### src/rtl/udc_pkg.sv
// Shared constants for the up/down counter core: counting modes and default widths.
package udc_pkg;

  localparam logic UDC_SAT  = 1'b0;
  localparam logic UDC_WRAP = 1'b1;

  localparam int UDC_WIDTH_DEF   = 8;
  localparam int UDC_STEP_W_DEF  = 4;
  localparam int UDC_PRESC_W_DEF = 4;

endpackage

### src/rtl/udc_prescaler.sv
// Step-rate divider: emits one tick every (div+1) enabled cycles; restarts on clr or en=0.
module udc_prescaler
  import udc_pkg::*;
#(
  parameter int PRESC_W = UDC_PRESC_W_DEF
) (
  input  logic               clk,
  input  logic               rst_n,
  input  logic               en,
  input  logic               clr,
  input  logic [PRESC_W-1:0] div,
  output logic               tick
);

  localparam logic [PRESC_W-1:0] P_ONE = PRESC_W'(1);

  logic [PRESC_W-1:0] r_cnt;
  logic               w_hit;

  assign w_hit = (r_cnt == div);
  assign tick  = en && w_hit;

  always_ff @(posedge clk or negedge rst_n) begin
    if (!rst_n) begin
      r_cnt <= '0;
    end else if (clr || !en || w_hit) begin
      r_cnt <= '0;
    end else begin
      r_cnt <= r_cnt + P_ONE;
    end
  end

endmodule

### src/rtl/updown_counter_gen.sv
// Up/down counter core with runtime limit, saturate/wrap modes, tc pulse and sticky flags.
// Optional step prescaler is enabled by defining UDC_PRESCALE_EN.
module updown_counter_gen
  import udc_pkg::*;
#(
  parameter int WIDTH   = UDC_WIDTH_DEF,
  parameter int STEP_W  = UDC_STEP_W_DEF,
  parameter int PRESC_W = UDC_PRESC_W_DEF
) (
  input  logic               clk,
  input  logic               rst_n,
  input  logic               en,
  input  logic               up,
  input  logic               load,
  input  logic [WIDTH-1:0]   load_val,
  input  logic [STEP_W-1:0]  step,
  input  logic [WIDTH-1:0]   max_val,
  input  logic               wrap,
  input  logic               clr_flags,
  input  logic [PRESC_W-1:0] presc_div,
  output logic [WIDTH-1:0]   count,
  output logic               at_max,
  output logic               at_zero,
  output logic               tc,
  output logic               ovf,
  output logic               udf
);

  localparam int W1 = WIDTH + 1;

  logic [WIDTH-1:0] r_count;
  logic             r_tc;
  logic             r_ovf;
  logic             r_udf;

  logic             w_tick;
  logic [W1-1:0]    w_cnt_ext;
  logic [W1-1:0]    w_max_ext;
  logic [W1-1:0]    w_range;
  logic [W1-1:0]    w_step_ext;
  logic [W1-1:0]    w_step_eff;
  logic [W1-1:0]    w_sum;
  logic [W1-1:0]    w_sum_wrap;
  logic [W1-1:0]    w_diff;
  logic [W1-1:0]    w_diff_wrap;

  logic [WIDTH-1:0] w_count_next;
  logic             w_tc_next;
  logic             w_set_ovf;
  logic             w_set_udf;

`ifdef UDC_PRESCALE_EN
  udc_prescaler #(
    .PRESC_W (PRESC_W)
  ) u_prescaler (
    .clk   (clk),
    .rst_n (rst_n),
    .en    (en),
    .clr   (load),
    .div   (presc_div),
    .tick  (w_tick)
  );
`else
  logic w_unused_presc;
  assign w_unused_presc = ^presc_div;
  assign w_tick         = en;
`endif

  // All arithmetic is one bit wider than the counter so max_val+1 and count+step never overflow.
  assign w_cnt_ext   = {1'b0, r_count};
  assign w_max_ext   = {1'b0, max_val};
  assign w_range     = w_max_ext + W1'(1);
  assign w_step_ext  = W1'(step);
  assign w_step_eff  = (w_step_ext > w_range) ? w_range : w_step_ext;
  assign w_sum       = w_cnt_ext + w_step_eff;
  assign w_sum_wrap  = w_sum - w_range;
  assign w_diff      = w_cnt_ext - w_step_eff;
  assign w_diff_wrap = w_cnt_ext + w_range - w_step_eff;

  always_comb begin
    w_count_next = r_count;
    w_tc_next    = 1'b0;
    w_set_ovf    = 1'b0;
    w_set_udf    = 1'b0;

    if (load) begin
      w_count_next = (load_val > max_val) ? max_val : load_val;
    end else if (w_tick) begin
      if (r_count > max_val) begin
        // Limit was lowered below the current count: pull back silently.
        w_count_next = max_val;
      end else if (up) begin
        if (w_sum <= w_max_ext) begin
          w_count_next = w_sum[WIDTH-1:0];
        end else if (wrap == UDC_WRAP) begin
          w_count_next = w_sum_wrap[WIDTH-1:0];
          w_tc_next    = 1'b1;
        end else begin
          w_count_next = max_val;
          w_set_ovf    = 1'b1;
          w_tc_next    = 1'b1;
        end
      end else begin
        if (w_cnt_ext >= w_step_eff) begin
          w_count_next = w_diff[WIDTH-1:0];
        end else if (wrap == UDC_WRAP) begin
          w_count_next = w_diff_wrap[WIDTH-1:0];
          w_tc_next    = 1'b1;
        end else begin
          w_count_next = '0;
          w_set_udf    = 1'b1;
          w_tc_next    = 1'b1;
        end
      end
    end
  end

  always_ff @(posedge clk or negedge rst_n) begin
    if (!rst_n) begin
      r_count <= '0;
      r_tc    <= 1'b0;
      r_ovf   <= 1'b0;
      r_udf   <= 1'b0;
    end else begin
      r_count <= w_count_next;
      r_tc    <= w_tc_next;
      // A new clip in the same cycle as clr_flags keeps the flag set.
      r_ovf   <= w_set_ovf | (r_ovf & ~clr_flags);
      r_udf   <= w_set_udf | (r_udf & ~clr_flags);
    end
  end

  assign count   = r_count;
  assign tc      = r_tc;
  assign ovf     = r_ovf;
  assign udf     = r_udf;
  assign at_max  = (r_count == max_val);
  assign at_zero = (r_count == '0);

endmodule

### config.mk
export PLATFORM = sky130hd
export DESIGN_NAME = updown_counter_gen
export DESIGN_NICKNAME = d
export VERILOG_FILES = /design/src/rtl/udc_pkg.sv /design/src/rtl/udc_prescaler.sv /design/src/rtl/updown_counter_gen.sv
export SDC_FILE = /design/constraint.sdc
export NUM_CORES = 1
export LEC_CHECK = 0
export CAP_MARGIN = 20
export CELL_PAD_IN_SITES_DETAIL_PLACEMENT = 1
export CELL_PAD_IN_SITES_GLOBAL_PLACEMENT = 2
export CORE_MARGIN = 3
export CORE_UTILIZATION = 31
export CTS_CLUSTER_DIAMETER = 100
export CTS_CLUSTER_SIZE = 40
export DETAILED_ROUTE_END_ITERATION = 12
export DONT_BUFFER_PORTS = 1
export PLACE_DENSITY = 0.66
export REMOVE_ABC_BUFFERS = 1
export SLEW_MARGIN = 20
export SYNTH_ARGS = -nofsm -noshare
export SYNTH_HDL_FRONTEND = slang
export SYNTH_SLANG_ARGS = --single-unit
### constraint.sdc
create_clock -name clk -period 8.55 [get_ports clk]
set_input_delay 2.565 -clock clk [delete_from_list [all_inputs] [get_ports clk]]
set_output_delay 2.565 -clock clk [all_outputs]
set_load 0.005 [all_outputs]
* Word level (Yosys, flattened, before mapping) *
Cells that the tools add are included.

storage, ports and cells
  bits in registers = 11
  word-level logic and storage cells = 50
  input bits = 31

operators by class
  bitwise gates (word level) = 5
  reduce and logical (&&, ||, !) cells = 2
  order comparisons = 5
  equality and inequality tests = 1
  mux-type cells = 27
  add/subtract/negate cells = 6

operator list
  kind                   number
  $mux W8                9
  $sub A8 B8 Y8          3
  $mux W1                17
  $gt A8 B8 Y1           2
  $add A8 B1 Y9 const B  1
  $add A8 B9 Y9          1
  $ge A8 B9 Y1           1
  $gt A4 B9 Y1           1
  $le A9 B8 Y1           1
  $mux W9                1
  $add A8 B8 Y8          1
  $eq A8 B8 Y1           1
  $logic_not A8 Y1       1
  $and A1 B1 Y1          2
  $or A1 B1 Y1           2
  $reduce_bool A2 Y1     1
  $not A1 Y1             1

* Depth between registers and ports, before layout *
  depth in word-level cells = 11
  depth in mapped cells = 23
  gate-level depth less buffers = 23

* Least setup slack after synthesis *
Ideal clock, no wire load.

  path kind = input -> register
  start point = in max_val[0]
  end point = reg r_count[7] (netlist: count[7])
  slack = 0.707 ns
  data required time = 8.416 ns
  stages on the path = 23
  library setup time = 0.134 ns
  arrival time = 7.709 ns
  path through = ha_1 inv_1 ha_1 a21oi_1 a21oi_1 maj3_1 maj3_1 nand2_1 mux2i_1 ha_1 inv_1 fa_1 nand2b_1 a21oi_1 o211ai_2 ha_1 nand4_1 or4_1 o211ai_1 a311oi_1 a211o_1 a2111oi_0 a21oi_1

on the way
  word-level cells in the longest chain between the ends = 11
  elaborated cells between the ends (all ways) = 21
  those cells by class = add/sub: 6; order compare: 5; mux: 10

ends and longest elaborated chain
  item                    line                       RTL
  start: declaration      updown_counter_gen.sv:17   input logic [WIDTH-1:0] max_val,
  $add A8 B1 Y9           updown_counter_gen.sv:72   assign w_range = w_max_ext + W1'(1);
  $gt A4 B9 Y1            updown_counter_gen.sv:74   assign w_step_eff = (w_step_ext > w_range) ? w_range : w_step_ext;
  $mux W9                 updown_counter_gen.sv:74
  $add A8 B9 Y9           updown_counter_gen.sv:75   assign w_sum = w_cnt_ext + w_step_eff;
  $sub A8 B8 Y8           updown_counter_gen.sv:76   assign w_sum_wrap = w_sum - w_range;
  $mux W8                 updown_counter_gen.sv:95   end else if (wrap == UDC_WRAP) begin
  $mux W8                 updown_counter_gen.sv:93   if (w_sum <= w_max_ext) begin
  $mux W8                 updown_counter_gen.sv:92   end else if (up) begin
  $mux W8                 updown_counter_gen.sv:89   if (r_count > max_val) begin
  $mux W8                 updown_counter_gen.sv:88   end else if (w_tick) begin
  $mux W8 (*)             updown_counter_gen.sv:86   if (load) begin
  end signal: assignment  updown_counter_gen.sv:125  r_count <= w_count_next;
  end: declaration        updown_counter_gen.sv:31   logic [WIDTH-1:0] r_count;

Every way passes the cells marked *; elsewhere a longest branch is shown, timed or not. The select of a mux whose other input is x is not followed.
A chain may end at the register's enable or synchronous reset.

* Worst setup path after layout *
  start point = in max_val[0]
  end point = reg r_count[3] (netlist: count[3])

The elaborated chain is that of the path after synthesis.

==> impl_results.md <==
- Status: complete, no violations
- Clock skew: 0.000807 ns
- Sequential fraction of the synthesis area: 0.0758
- Max Cap Viol: 0
- Final Max Slew Viols: 0
- Clock group share of total power: 0.059
- CTS Buffer Depth: 2
- Top cells by area, synth: ha_1 (19%), dfrtp_1 (7.6%), fa_1 (5.5%), inv_1 (4.8%), mux2i_1 (3.9%)
- Antenna-violating nets left: 0
- Avg WL per Cell: 22.0 µm
- Most common cell after layout, fill and taps aside: ha_1
- CP dominant cell by count: ha_1
- Area of the multi-input gates: 3120 µm²
- Delay-heaviest family, CP: adder cells
- Initial Util: 0.326
- Port Buffers: 0
- Die height: 114 µm
- Clk root buf: clkbuf_16
- Core area: 11100 µm²
- Required @ worst endpoint: 8.65 ns
- HPWL after detailed placement: 11400 µm
- Syn. warnings: 0
- Filler Cell Count: 1417
- Internal power: 0.644 mW
- Pleak: 1.80 nW
- Vias in the first global route: 3843
- Sw Share: 0.550
- Antenna diodes: 0
- Post-DP Area: 3920 µm²
- Num Clock Sinks: 11
- Worst slew pin tran: 0.733 ns
- R2r setup slk: 4.08 ns
- Number of buffers created by CTS: 3
- Largest area contributor in the netlist: ha_1
- Slew headroom: 0.499
- Worst-path clk slew: 0.04 ns
- PwrDens: 358 nW/µm²
- DR iter-0 viols: 195
- Num ports: 44
- # hold bufs at CTS: 0
- Final TNS setup: 0 ns
- Post-cts sizing count: 0
- CTS H-tree depth: 1
- Clock latency on the worst-skew pair: 0.23 ns
- Die Wd: 114 µm
- EDFF count, synth: 0
- First-pass GRT wire length: 21700 µm
- Critical Path Sink Type: flop
- DR DRC count: 0
- Final worst-path cycle share: 0.945
- CP Launch Type: input pin
- Commonest cells after routing, fill and taps aside: ha_1 (55), inv_1 (46), nand2_1 (32)
- Area share of the largest cell type after synthesis: 0.189
- Final min period: 8.08 ns
- Global Route Usage Sum: 0.214
- Area delta synth->final: 10.1%
- CP max FO: 11
- Initial antenna violation count: 0
- Final wirelength: 13600 µm
- Layout Nets: 576
- Main flop type after synthesis: dfrtp_1
- Final Hold Vio Count: 0
- Placement Rows: 38
- Final setup fails: 0
- #FFs+latches synth: 11
- Post-Syn Instances: 458
- CP peak stage delay: 0.50 ns
- Unrepaired setup endpoints after global routing: false
- Critical setup path kind: input pin to flop
- Fmax: 0.124 GHz
- Largest net degree at the start of global routing: 21
- Net switching power: 0.786 mW
- Post-synth ARST share: 1.00
- Slowest-stage cell, CP: or4_1
- Worst EP arrival: 8.18 ns
- Bufs and invs on worst path: 4
- Mean post-synth cell area: 7.93 µm²
- Vias: 3574
- Fin area: 4000 µm²
- TritonCTS clock tree: done
- VDD IR-drop max: 0.137 mV
- Post-CTS Setup Bufs: 0
- DIE AREA: 13100 µm²
- GP Congestion: 0.851
- Vias/cell: 5.77
- Netlist cell types: 78
- DRT Pass-1 Iters: 4
- Share of cells above drive strength 1: 0.104
- Register share of total power: 0.081
- Register area: 275 µm²
- Hold Path Class: flop to flop
- Total grt overflow: 0
- Part of the power in combinational logic: 0.860
- Post-Syn Area: 3630 µm²
-- state kept, by name, summed over array words and instances (netlist names) --
signal	flops
count	8
ovf	1
tc	1
udf	1
-- power by group through the flow --
stage                     Clock (mW)  Combinational [mW]  Sequential, mW
after global routing          0.0892                1.36           0.124
after CTS                     0.0851                1.23           0.119
after detailed placement           0                1.22           0.119
final                         0.0842                1.23           0.116
after floorplan                    0               0.835          0.0946
after global placement             0                1.19           0.119
-- worst paths after layout --
check,start,endpoint,cells past startpoint
setup / recovery,max_val[0],count[3],25
hold / removal,udf,udf,2
setup reg to reg,count[6],count[3],14
hold reg to reg,udf,udf,2
max in group asynchronous,rst_n,count[6],0
min in group asynchronous,rst_n,count[2],0
-- final cells by class --
class,instances,share of cell area
multi-input combinational,392,0.781
clock buffer,4,0.0197
tap,140,0.0438
timing repair buffer,20,0.0376
inverter,52,0.0488
sequential,11,0.0689
-- tightest hold or removal path, stage by stage, from the launching register on --
cell	delay [ns]
dfrtp_1	0.39
inv_1	0.06
o32ai_1	0.06
-- per-layer routing --
layer / GRT usage / wire length (µm)
met1: 0.296 / 6490
met2: 0.349 / 6120
met3: 0.0328 / 702
met5: 0 / 0
met4: 0.0491 / 320
-- through the flow --
stage / power, mW / cells / worst slack [ns] / hold WS (ns) / util
finish: 1.43 / 619 / 0.472 / 0.559 / 0.359
global route: 1.57 / 619 / 0.0571 / 0.582 / 0.359
CTS: 1.43 / 619 / 0.446 / 0.562 / 0.359
detailed placement: 1.34 / 615 / 0.234 / 0.556 / 0.352
global placement: 1.31 / 615 / 0.318 / 0.546 / 0.352
floorplan: 0.930 / 455 / 0.697 / 0.508 / -
-- synth_stat cells, types with 7 or more instances --
cell / n
inv_1: 46
xor2_1: 7
a211oi_1: 12
xnor2_1: 12
fa_1: 10
dfrtp_1: 11
nand2_1: 32
nor2_1: 31
mux2i_1: 14
or3_1: 7
a21o_1: 7
o211ai_1: 11
ha_1: 55
o21ai_0: 21
nor3_1: 11
nand3_1: 12
a21oi_1: 22
nand4_1: 7
-- cells by family after synthesis --
kind of cell               Yosys count  synth area share
and+or+nand+nor                    135             0.190
AOI/OAI and AO/OA                  133             0.268
adders and majority gates           70             0.259
buffers and inverters               64            0.0751
xor gates and xnor gates            25            0.0775
muxes                               18            0.0520
DFF                                 11            0.0758
other                                2           0.00207
No activity file was read; power rests on OpenSTA's default activity.
==> RTL change 1 (same settings) <==
Set the package constant `UDC_WIDTH_DEF` to 10 (it was 8).
--- a/src/rtl/udc_pkg.sv
+++ b/src/rtl/udc_pkg.sv
@@ -6,3 +6,3 @@
 
-  localparam int UDC_WIDTH_DEF   = 8;
+  localparam int UDC_WIDTH_DEF   = 10;
   localparam int UDC_STEP_W_DEF  = 4;
Ports: changed (resized count, load_val and max_val); port bits go from 44 to 50. No check against the original RTL was run, so the function may have changed too.
==> RTL change 1 against the original RTL <==
Sequential cell count rose by 2. Sequential power increased by 25%. Setup slack lost 0.14 ns. Routed wire length increased by 14%. Fmax fell by 1.7%. Total power rose by 13%. Critical path depth grew 1. Largest power group unchanged. Area after synthesis increased by 13%. Design area is 14% higher.
==> RTL change 1: results (changes against the original RTL) <==
The run gives 522 (+14%) as the cell count after synthesis. For the final weighted congestion in routability-driven placement, the log shows 0.843 (-0.85%). The area enclosed by the die boundary was 14600 um^2 (+12%). The number of fill cells in the layout was 1555 (+9.7%); the total net switching power was 0.875 mW (+11%).

The worst relative slew slack was 0.569 (+0.0699). The end of the worst register-to-register path is count[0]$_DFFE_PN0P_. The share of the final layout cell area in multi-input gates is 0.774 (-0.00680). The total wire length was 15600 um (+14%); the sequential cell area in the final layout was 325 um^2 (+18%).

The tools report the first-pass GRT wire length as 24500 um (+13%). The share of final layout cell area taken by clock buffers and inverters was 0.0173 (-0.00243); the detailed-routed wire length on met2 was 7760 um (+27%). The tools report the register-to-register path setup slack as 4.01 ns (-0.07 ns). The detailed router used layers up to and including met4.

The share of synthesized area occupied by flip-flops and latches came out at 0.0795 (+0.00368). The number of signal-net inverters in the final layout is 61 (+17%). The worst-case clock skew was 0.00341 ns (+0.00261 ns).

The tools report the cell leakage power as 2.10 nW (+17%). The depth of the worst register-to-register path is 17 (+3), and the global-route met1 utilization is 0.277 (-0.0198). In the post-synthesis netlist, the biggest area contributors are sky130_fd_sc_hd__ha_1 (23%), sky130_fd_sc_hd__dfrtp_1 (7.9%), sky130_fd_sc_hd__xnor2_1 (6.2%).

The logs give 13300 um (+16%) for the half-perimeter wire length after placement and 74 (-5.1%) for the number of unique standard cell types used by synthesis. The detailed-router iteration count before antenna repair is 5 (+1). The worst hold-check slack is 0.558 ns (-0.000910 ns), and the met3 usage in global routing is 0.0210 (-0.0118). The non-clock buffer share of cell area came out at 0.0395 (+0.00196).

Via total after detailed routing: 3998 (+12%). The run finished with clean final reports. The overall routing resource usage came out at 0.219 (+0.00539).

Total routed wire length on the met1 layer: 6900 um (+6.4%). Ranked by instance count, the synthesized netlist is headed by sky130_fd_sc_hd__ha_1 (75), sky130_fd_sc_hd__inv_1 (61), sky130_fd_sc_hd__nor2_1 (41). The instance area after placement came out at 4470 um^2 (+14%). The ratio of routed vias to standard cells is 5.55 (-3.8%).

The highest ir drop seen on vdd was 112 uV (-19%); the multi-input combinational cell count was 446 (+14%). The number of flip-flops in the largest register is 10 (+2), and the worst endpoint data arrival time is 8.41 ns (+0.23 ns). The fraction of final layout cells sized beyond drive strength 1 came out at 0.0985 (-0.00584). The run gives 563 um (-20%) as the amount of wire on met3 after detailed routing.

The logs give 13 (+2) for the number of flip-flops and latches and 0.25 ns (+0.02 ns) for the later-pin clock latency in the skew report. The maximum number of pins on one net before global-route repair is 26 (+24%). The tools report the startpoint of the worst-slack reg-to-reg timing path as count[1]$_DFFE_PN0P_. For the fraction of met2 tracks used by global routing, the log shows 0.397 (+0.0480). The cell total after placement was 716 (+16%).

The worst-case setup slack after placement was -0.120 ns (-0.354 ns); the sequential fraction of total cell area was 0.0714 (+0.00249).
## RTL change 1: cell types whose count changed after synthesis, sizes merged, moves of 6 or more
cell	before	now
nor2	31	42
nand2	32	26
xnor2	16	30
ha	55	75
clkbuf	4	12
a21oi	23	29
mux2i	14	6
nor3	11	17
o211ai	12	4
inv	50	61
## RTL change 1: power by group through the flow
stage	Combinational (mW)	Clock, mW	Sequential [mW]
after detailed placement	1.36	0	0.149
after global routing	1.54	0.0981	0.152
final	1.38	0.0939	0.145
after CTS	1.37	0.0966	0.148
after global placement	1.33	0	0.148
after floorplan	0.984	0	0.112
## RTL change 1: how the worst max path moves through the flow
stage / end / slack [ns] / cells past startpoint
final: count[0]$_DFFE_PN0P_ / 0.33 / 26
after global routing: count[0]$_DFFE_PN0P_ / 0.01 / 27
after CTS: count[0]$_DFFE_PN0P_ / 0.13 / 24
after detailed placement: count[0]$_DFFE_PN0P_ / -0.12 / 24
after global placement: count[0]$_DFFE_PN0P_ / 0.02 / 24
after floorplan: count[0]$_DFFE_PN0P_ / 0.54 / 24
## RTL change 1: critical path, cell delays in order
cell and delay (ns):
sky130_fd_sc_hd__ha_1 0.20, sky130_fd_sc_hd__xor2_1 0.24, sky130_fd_sc_hd__inv_1 0.11, sky130_fd_sc_hd__ha_1 0.30, sky130_fd_sc_hd__o21ai_0 0.08, sky130_fd_sc_hd__nand2b_1 0.08
sky130_fd_sc_hd__a21oi_1 0.06, sky130_fd_sc_hd__or4_1 0.58, sky130_fd_sc_hd__buf_4 0.19, sky130_fd_sc_hd__a21o_1 0.23, sky130_fd_sc_hd__ha_1 0.37, sky130_fd_sc_hd__a21oi_1 0.14
sky130_fd_sc_hd__nor3_1 0.44, sky130_fd_sc_hd__o31ai_1 0.22, sky130_fd_sc_hd__a211oi_1 0.28, sky130_fd_sc_hd__buf_4 0.20, sky130_fd_sc_hd__inv_1 0.06, sky130_fd_sc_hd__ha_1 0.31
sky130_fd_sc_hd__nand4b_1 0.10, sky130_fd_sc_hd__nor3_1 0.22, sky130_fd_sc_hd__nor2_1 0.08, sky130_fd_sc_hd__a2bb2oi_2 0.18, sky130_fd_sc_hd__or2_2 0.46, sky130_fd_sc_hd__mux2_4 0.34
sky130_fd_sc_hd__a211oi_2 0.24, sky130_fd_sc_hd__a211o_1 0.13
## RTL change 1: cell families after synthesis
logic type / count (synthesis) / share of synthesized area
muxes: 10 / 0.0266
other: 2 / 0.00183
adders and majority gates: 87 / 0.288
buffers and inverters: 78 / 0.0752
AOI/OAI and AO/OA: 145 / 0.267
DFF: 13 / 0.0795
and+or+nand+nor: 150 / 0.181
xor gates and xnor gates: 37 / 0.0810
==> RTL change 2 (config.mk and constraints unchanged) <==
Made on the original files. Register the outputs `at_max` and `at_zero`, with the module's reset; this adds one clock of latency there. The other outputs are not delayed to match.
--- a/src/rtl/updown_counter_gen.sv
+++ b/src/rtl/updown_counter_gen.sv
@@ -136,4 +136,11 @@
   assign udf     = r_udf;
-  assign at_max  = (r_count == max_val);
-  assign at_zero = (r_count == '0);
+  always_ff @(posedge clk or negedge rst_n) begin
+    if (!rst_n) begin
+      at_max  <= '0;
+      at_zero <= '0;
+    end else begin
+      at_max  <= (r_count == max_val);
+      at_zero <= (r_count == '0);
+    end
+  end
 
Behaviour: not the same (a bounded check fails within 4 cycles, from zero or initial values and one cycle with rst_n low).
==> RTL change 2 against the original RTL <==
Global-route usage down 1.1 points. Sequential power up 5%. Count of clock-buffer cells in the layout unchanged. Routed wire length down 6.8%. Fmax up 0.15%. Total power down 18%. Critical path depth down 3. Sequential cell count up 2. Setup slack better by 0.012 ns. First-iteration DRC count down 15%. Hold slack better by 0.0091 ns. Area after synthesis down 4.2%. Combinational power down 19%. Design area down 6.3%. Critical path type unchanged. Critical endpoint is now count[4]$_DFFE_PN0P_. Highest routed layer unchanged.
==> RTL change 2: results (changes against the original RTL) <==
The flow ran to the end, and the final reports show no timing, DRC or antenna violations. Sorting the synthesized cells by area gives the leading types as sky130_fd_sc_hd__ha_1 (20%), sky130_fd_sc_hd__dfrtp_1 (9.3%), sky130_fd_sc_hd__fa_1 (5.8%). The worst-case clock skew is 0.000351 ns (-0.000455 ns), and the highest ir drop seen on vdd is 140 uV (+1.7%). The worst hold-check slack came out at 0.568 ns (+0.00912 ns). Global-route met1 utilization: 0.282 (-0.0144).

The detailed-routed wire length on met2 was 6040 um (-1.4%); the sequential fraction of design power was 0.105 (+0.024). For the final net count, the log shows 533 (-7.5%). The parity-gate share of the synthesized area counting xor and xnor cells was 0.0888 (+0.0113). The met3 usage in global routing is 0.0185 (-0.0143), and the non-clock buffer share of cell area is 0.0200 (-0.0175). The maximum fanout count along the critical path is 12 (+1). The fraction of met2 tracks used by global routing is 0.353 (+0.00358), and the post-synthesis average cell area is 8.21 um^2 (+3.5%).

The share of final layout cell area taken by clock buffers and inverters was 0.0120 (-0.00769). The fraction of final layout cells sized beyond drive strength 1 is 0.0963 (-0.00805), and the number of unique standard cell types used by synthesis is 85 (+9.0%). For the maximum number of pins on one net before global-route repair, the log shows 16 (-24%).

The multi-input combinational cell count was 356 (-9.2%). For the amount of wire on met3 after detailed routing, the log shows 342 um (-51%). The area of combinational cells with multiple inputs was 2930 um^2 (-6.3%); the register-to-register path setup slack was 3.97 ns (-0.11 ns). The logs give 3451 (-10%) for the via count of the first global-routing pass and 3700 um^2 (-5.6%) for the instance area after placement.

For the number of non-filler instances in the completed layout, the log shows 576 (-6.9%). The number of signal-net inverters in the final layout is 53 (+1.9%), and the total routed wire length on the met1 layer is 6220 um (-4.1%). The area share of fa/ha/maj cells after synthesis came out at 0.258 (-0.000955). The logs give 1329 (-6.2%) for the number of fill cells in the layout and 20100 um (-7.4%) for the first-pass GRT wire length. The worst endpoint data arrival time is 8.21 ns (+0.03 ns).

The tools report the via total after detailed routing as 3214 (-10%). Half-perimeter wire length after placement: 10700 um (-6.9%). The buffer count excluding the clock tree in the final layout is 10 (-50%), and the detailed-route wire length per cell is 22.1 um (+0.19%). The mux contribution to synthesized area was 0.0510 (-0.000973); the share of the cycle needed by the critical path after routing was 0.943 (-0.00138). The cell total after placement was 572 (-7.0%). The tools report the power in sequential cells as 0.122 mW (+5%). After synthesis, the most frequently instantiated cells are sky130_fd_sc_hd__ha_1 (55), sky130_fd_sc_hd__inv_1 (49), sky130_fd_sc_hd__a21oi_1 (29). The synthesized-area fraction occupied by ao, oa, aoi and oai cells is 0.249 (-0.0193).
RTL change 2: cell types whose count changed in the layout (fill, tap and decap cells not counted), moves of 5 or more:
cell and change:
sky130_fd_sc_hd__or3_1 -5, sky130_fd_sc_hd__xnor2_1 +6, sky130_fd_sc_hd__nor2_1 -9, sky130_fd_sc_hd__o21ai_1 +5, sky130_fd_sc_hd__o21ai_0 -9, sky130_fd_sc_hd__nand2_1 -8
sky130_fd_sc_hd__buf_4 -10, sky130_fd_sc_hd__a21oi_1 +7, sky130_fd_sc_hd__a211oi_1 -8
RTL change 2: critical path: cells and delay by family:
kind	cells	cell delay (ns)
AO/OA/AOI/OAI	8	1.67
XOR/XNOR	1	0.31
adder cells (fa/ha/maj)	4	1.17
buffers and inverters	1	0.06
multiplexers	1	0.27
AND/OR/NAND/NOR	7	2.13
